## src/rtl/serial_word_receiver.sv

```systemverilog
// rtl/serial_word_receiver.sv - serial-to-parallel word receiver with output holding register
//
// Purpose: assembles WIDTH serial bits into a word, in the bit order chosen by dir
//          when the frame starts. Each completed word is offered to a single-entry
//          output register with a valid/ready handshake.
//
// Ports:
//   clk          in   clock; all state updates on the rising edge
//   reset        in   synchronous active-high reset
//   serial_in    in   serial data bit, sampled only while bit_valid=1
//   bit_valid    in   serial_in qualifier
//   frame_start  in   pulse that starts or restarts a word
//   dir          in   0 = LSB-first (shift right), 1 = MSB-first (shift left)
//   out_ready    in   consumer accepts parallel_out while out_valid=1
//   parallel_out out  last accepted word (registered)
//   out_valid    out  parallel_out holds an unconsumed word
//   busy         out  high while a word is being shifted in
//   bit_count    out  number of bits accepted in the current word
//   overrun      out  sticky flag: a completed word was dropped

module serial_word_receiver #(
   parameter int WIDTH = 4
) (
   input  logic                         clk,
   input  logic                         reset,
   input  logic                         serial_in,
   input  logic                         bit_valid,
   input  logic                         frame_start,
   input  logic                         dir,
   input  logic                         out_ready,
   output logic [WIDTH-1:0]             parallel_out,
   output logic                         out_valid,
   output logic                         busy,
   output logic [$clog2(WIDTH+1)-1:0]   bit_count,
   output logic                         overrun
);

   localparam int CW = $clog2(WIDTH + 1);
   localparam logic [CW-1:0] LAST_IDX = CW'(WIDTH - 1);

   typedef enum logic {
      ST_IDLE  = 1'b0,
      ST_SHIFT = 1'b1
   } state_t;

   state_t            state_q, state_d;
   logic [WIDTH-1:0]  shreg_q, shreg_d;
   logic              dir_q, dir_d;
   logic [CW-1:0]     cnt_q, cnt_d;
   logic [WIDTH-1:0]  pout_q, pout_d;
   logic              ovalid_q, ovalid_d;
   logic              overrun_q, overrun_d;

   // Word completion and the value of the completed word, both valid this cycle
   logic              word_done;
   logic [WIDTH-1:0]  word_val;

   // Shift helpers: the bit order used for a word is fixed at frame_start
   function automatic logic [WIDTH-1:0] shift_in(input logic [WIDTH-1:0] cur,
                                                 input logic             msb_first,
                                                 input logic             b);
      logic [WIDTH-1:0] res;
      if (msb_first) begin
         res = {cur[WIDTH-2:0], b};
      end else begin
         res = {b, cur[WIDTH-1:1]};
      end
      return res;
   endfunction

   // ---------------------------------------------------------------------
   // State register
   // ---------------------------------------------------------------------
   always_ff @(posedge clk) begin
      if (reset) begin
         state_q <= ST_IDLE;
      end else begin
         state_q <= state_d;
      end
   end

   // ---------------------------------------------------------------------
   // Next-state logic
   // ---------------------------------------------------------------------
   always_comb begin
      state_d = state_q;
      if (frame_start) begin
         // A restart always lands in SHIFT; WIDTH >= 2 means one bit cannot finish a word
         state_d = ST_SHIFT;
      end else if (state_q == ST_SHIFT && bit_valid && cnt_q == LAST_IDX) begin
         state_d = ST_IDLE;
      end
   end

   // ---------------------------------------------------------------------
   // Output logic
   // ---------------------------------------------------------------------
   always_comb begin
      busy = (state_q == ST_SHIFT);
   end

   // ---------------------------------------------------------------------
   // Shift datapath
   // ---------------------------------------------------------------------
   always_comb begin
      shreg_d   = shreg_q;
      dir_d     = dir_q;
      cnt_d     = cnt_q;
      word_done = 1'b0;
      word_val  = shreg_q;

      if (frame_start) begin
         // Restart discards any partial word; a bit arriving with the pulse
         // becomes bit 0 of the new word, ordered by the freshly latched dir.
         dir_d = dir;
         if (bit_valid) begin
            shreg_d = shift_in('0, dir, serial_in);
            cnt_d   = CW'(1);
         end else begin
            shreg_d = '0;
            cnt_d   = '0;
         end
      end else if (state_q == ST_SHIFT && bit_valid) begin
         word_val = shift_in(shreg_q, dir_q, serial_in);
         shreg_d  = word_val;
         if (cnt_q == LAST_IDX) begin
            word_done = 1'b1;
            cnt_d     = '0;
         end else begin
            cnt_d = cnt_q + CW'(1);
         end
      end
   end

   // ---------------------------------------------------------------------
   // Output holding register and overrun flag
   // ---------------------------------------------------------------------
   always_comb begin
      pout_d    = pout_q;
      ovalid_d  = ovalid_q;
      overrun_d = overrun_q;

      if (word_done) begin
         if (!ovalid_q || out_ready) begin
            pout_d   = word_val;
            ovalid_d = 1'b1;
         end else begin
            // Unconsumed word still held: keep it and drop the new one
            overrun_d = 1'b1;
         end
      end else if (ovalid_q && out_ready) begin
         ovalid_d = 1'b0;
      end
   end

   always_ff @(posedge clk) begin
      if (reset) begin
         shreg_q   <= '0;
         dir_q     <= 1'b0;
         cnt_q     <= '0;
         pout_q    <= '0;
         ovalid_q  <= 1'b0;
         overrun_q <= 1'b0;
      end else begin
         shreg_q   <= shreg_d;
         dir_q     <= dir_d;
         cnt_q     <= cnt_d;
         pout_q    <= pout_d;
         ovalid_q  <= ovalid_d;
         overrun_q <= overrun_d;
      end
   end

   assign parallel_out = pout_q;
   assign out_valid    = ovalid_q;
   assign bit_count    = cnt_q;
   assign overrun      = overrun_q;

endmodule
```

## config.mk

```make
export PLATFORM = sky130hd
export DESIGN_NAME = serial_word_receiver
export DESIGN_NICKNAME = d
export VERILOG_FILES = /design/src/rtl/serial_word_receiver.sv
export SDC_FILE = /design/constraint.sdc
export NUM_CORES = 1
export LEC_CHECK = 0
export BUFFER_PORTS_ARGS = -buffer_cell sky130_fd_sc_hd__buf_2
export CORE_AREA = 3 3 44 46
export CTS_CLUSTER_SIZE = 24
export DETAILED_ROUTE_END_ITERATION = 12
export DIE_AREA = 0 0 47 49
export GPL_ROUTABILITY_DRIVEN = 0
export PLACE_DENSITY = 0.76
export SYNTH_ARGS = -nofsm -noshare
export SYNTH_HDL_FRONTEND = slang
export SYNTH_SLANG_ARGS = --single-unit
```

## constraint.sdc

```tcl
create_clock -name clk -period 1.9 [get_ports clk]
set_input_delay 0.38 -clock clk [delete_from_list [all_inputs] [get_ports clk]]
set_output_delay 0.38 -clock clk [all_outputs]
set_load 0.02 [all_outputs]
```

; Word level (Yosys, flattened, before mapping)
; Cells that the tools add are included.
[totals]
reg_bits = 15
input_bits = 7
output_inout_bits = 10
word_cells = 40
[op_classes]
addsub = 1
eq_ne = 2
n_mux = 18
bitwise_logic = 1
n_reduce_logical = 11
[op_table]
columns = operator, n
row1 = 4-bit 2-to-1 mux, 6
row2 = 1-bit 2-to-1 mux, 9
row3 = 3-bit 2-to-1 mux, 3
row4 = 2-bit AND reduction, 3
row5 = 2-bit nonzero test, 3
row6 = "3-bit by 1-bit adder with 3-bit output, second input constant", 1
row7 = "3-bit by 2-bit equality test with 1-bit output, second input constant", 1
row8 = 1-bit logical AND, 3
row9 = "2-bit by 1-bit inequality test with 1-bit output, second input constant", 1
row10 = 1-bit zero test, 1
row11 = 1-bit logical OR, 1
row12 = 1-bit inverter, 1

; Logic depth before layout (Yosys ltp)
[logic_depth]
word_depth = 6
depth_mapped = 4
ltp_nobuf = 4

; Worst setup path after synthesis
; Ideal clock, no wire load.
[synth_timing]
path_type = reg2reg
startpoint = register cnt_q[0], in the netlist bit_count[0]
endpoint = register pout_q[0], in the netlist parallel_out[0]
setup_time_ns = 0.121
arrival_time_ns = 1.594
required_time_ns = 1.779
setup_slack_ns = 0.185
stages_incl_launch_ff = 5
n_path_buf = 0
synth_period_minus_slack_ns = 1.715
path_cell_list = dfxtp_1 -> ha_1 -> nand2b_1 -> or4b_4 -> mux2_4
[synth_between]
elab_chain_len = 5
[synth_lines]
columns = element, line
row1 = from (decl), 49  ; logic [CW-1:0] cnt_q, cnt_d;
row2 = from (signal assigned), 167  ; cnt_q <= cnt_d;
row3 = 3-bit by 2-bit equality test with 1-bit output, 126  ; if (cnt_q == LAST_IDX) begin
row4 = 1-bit 2-to-1 mux, 126
row5 = 1-bit 2-to-1 mux, 123  ; end else if (state_q == ST_SHIFT && bit_valid) begin
row6 = 1-bit 2-to-1 mux, 112  ; if (frame_start) begin
row7 = 2-bit AND reduction (no source line), n/a
row8 = to (signal assigned), 168  ; pout_q <= pout_d;
row9 = to (decl), 50  ; logic [WIDTH-1:0] pout_q, pout_d;
; Every way passes these cells.
; A chain may end at the register's enable or synchronous reset.

; Worst setup path after layout
; Same ends and word-level chain as after synthesis.

==> impl_metrics.json <==
{
  "status": "finished, final reports clean",
  "clock_skew_ns": 0.00281,
  "reg2reg_depth": 4,
  "setup_viol": 0,
  "die_h_um": 49,
  "synth-seq-area-share": 0.432,
  "crit_path_end_kind": "flip-flop",
  "synth_fp_nets": 81,
  "worstPathRequired_ns": 2.07,
  "grt_pass1_wl_um": 2080,
  "r2r-start": "bit_count[0]",
  "grt.overflow.total": 0,
  "ant_nets": 0,
  "startpoint_type": "flip-flop",
  "path_depth": 4,
  "worst_slew_pin_slew_ns": 0.316,
  "wl_um": 1320,
  "crit_chain": "ha_1, nand2b_1, or4b_4, mux2_4",
  "grt_usage": 0.122,
  "p_total_w": 0.000561,
  "layout-drive-gt1-share": 0.307,
  "htreeDepth": 1,
  "synth_seq_cells": 15,
  "drc": 0,
  "syn_inst": 73,
  "cts_sinks": 15,
  "cellPowerDensity_nw_per_um2": 697,
  "numCtsBuffers": 3,
  "diodes": 0,
  "grt_setup_unrepaired": "false",
  "cts_root_buffer": "clkbuf_4",
  "via_per_inst": 5.55,
  "postSynthAreaPerCell_um2": 9.53,
  "clk_pin_slew_ns": 0.09,
  "ctsHoldBuffers": 0,
  "io_buffers": 16,
  "cp_slowest_cell": "or4b_4",
  "layout_common_cells": "16 x buf_2, 15 x dfxtp_1, 9 x nor2_1",
  "areaGrowthSynthToFinish_pct": 15.6,
  "synth-warning-count": 0,
  "critPathBufInv": 0,
  "hpwlAfterDp_um": 1030,
  "coreArea_um2": 1540,
  "fin_crit_ns": 1.68,
  "die_w_um": 47,
  "hp-class": "input pin to flip-flop",
  "grt_pass1_vias": 500,
  "die-area_um2": 2300,
  "crit_type": "flip-flop to flip-flop",
  "critPathMaxFanout": 5,
  "arrival_ns": 1.85,
  "routedWlPerCell_um": 12.7,
  "timing.slew.headroom": 0.784,
  "post_cts_buffers": 0,
  "fin_tns_setup_ns": 0,
  "crit_start": "bit_count[0]",
  "fin_crit_sh": 0.884,
  "grt_max_degree": 19,
  "syn_area_um2": 696,
  "cpPeakStageDelay_ns": 0.56,
  "cts_tree": "yes",
  "boundaryPins": 17,
  "netlist-cell-type-count": 27,
  "first_iter_violations": 13,
  "final_nets": 97,
  "maxCapViolCount": 0,
  "cts_resized": 0,
  "p_leak_nw": 0.360,
  "final_max_slew_viol_count": 0,
  "mostFrequentLayoutCell": "buf_2",
  "r2r_end": "parallel_out[0]",
  "clk_path_buf_depth": 2,
  "fmax_mhz": 595,
  "clock_latency_ns": 0.27,
  "rows": 14,
  "final_hold_viol_count": 0,
  "via_count": 577,
  "fill_cells": 151,
  "initial_core_util": 0.451,
  "crit_family": "simple AND/OR/NAND/NOR gates",
  "r2r_slack_ns": 0.22,
  "dr.pass1.iters": 3,
  "ir_worst_vdd_mv": 0.317,
  "antenna_found_initial": 0,
  "cp-endpoint": "parallel_out[0]"
}
worst min path at each step:
stage / endpoint / depth (start not counted) / startpoint
3_5_place_dp: bit_count[2] / 2 / bit_count[2]
5_1_grt: shreg_q[0] / 2 / dir
6_report: shreg_q[0] / 2 / dir
3_3_place_gp: overrun / 2 / overrun
4_1_cts: shreg_q[0] / 2 / dir
2_1_floorplan: shreg_q[1] / 2 / shreg_q[1]
area by class of cell:
| class | instances | area (um2) | area share |
|---|---|---|---|
| Inverter | 1 | 3.75 | 0.00467 |
| Timing Repair Buffer | 16 | 80.1 | 0.0995 |
| Clock inverter | 1 | 5.00 | 0.00622 |
| Tap cell | 16 | 20.0 | 0.0249 |
| Sequential cell | 15 | 300 | 0.373 |
| Multi-Input combinational cell | 52 | 373 | 0.463 |
| Clock buffer | 3 | 22.5 | 0.0280 |
kinds of logic after synthesis:
| group | after synthesis | synth area share |
|---|---|---|
| and+or+nand+nor | 31 | 0.248 |
| DFF | 15 | 0.432 |
| AOI/OAI and AO/OA | 11 | 0.112 |
| muxes | 9 | 0.158 |
| buffers and inverters | 6 | 0.0324 |
| adders and majority gates | 1 | 0.0180 |
synthesized netlist by cell type:
cell | count | area (um2)
nand2b_1 | 3 | 18.8
mux2_4 | 4 | 60.1
nor2_1 | 9 | 33.8
or4b_4 | 1 | 13.8
dfxtp_1 | 15 | 300
nand2_2 | 1 | 6.26
a22o_1 | 1 | 8.76
nor3b_1 | 1 | 7.51
inv_1 | 1 | 3.75
nor3_1 | 2 | 10.0
o31ai_1 | 1 | 7.51
a32o_1 | 1 | 10.0
a21boi_0 | 1 | 7.51
a2111oi_0 | 2 | 17.5
nand4b_1 | 1 | 8.76
or3_1 | 1 | 6.26
nand3b_1 | 1 | 7.51
mux2i_1 | 5 | 50.1
nand2_1 | 4 | 15.0
ha_1 | 1 | 12.5
clkbuf_1 | 5 | 18.8
a21oi_1 | 4 | 20.0
and2_2 | 1 | 7.51
nand3_1 | 1 | 5.00
or2b_1 | 1 | 7.51
nor2b_1 | 4 | 25.0
a31oi_1 | 1 | 6.26
layer usage:
layer	up-vias	share of wire	GRT usage
li1	291	-	-
met1	271	0.49	0.158
met2	13	0.44	0.181
met3	2	0.055	0.0369
met4	0	0.0091	0.0553
met5	-	0	0
power breakdown:
part	leakage (nW)	internal [W]	switching (W)
Clock	0.0177	0.0000779	0.0000964
Combinational	0.221	0.0000233	0.0000325
Sequential	0.122	0.000322	0.00000885
Total	0.360	0.000423	0.000138
worst reg2reg max path, delay by kind of cell, from the launching register on:
family / cells / cell delay [ns]
adders and majority gates: 1 / 0.18
muxes: 1 / 0.32
DFF: 1 / 0.39
and+or+nand+nor: 2 / 0.68
sequential cells by signal, indices dropped and copies added, names as in the netlist:
signal        cells
parallel_out      4
busy              1
bit_count         3
overrun           1
shreg_q           4
dir_q             1
out_valid         1
metrics by stage:
step | utilization | worst slack [ns] | instances | hold WS, ns | area, um2
finish | 0.522 | 0.220 | 104 | 0.365 | 805
global route | 0.522 | 0.155 | 104 | 0.361 | 805
CTS | 0.522 | 0.226 | 104 | 0.361 | 805
detailed placement | 0.504 | 0.238 | 100 | 0.444 | 777
global placement | 0.504 | 0.261 | 100 | 0.441 | 777
floorplan | - | 0.185 | 73 | 0.490 | 696
Power figures use the tool's default switching activity.
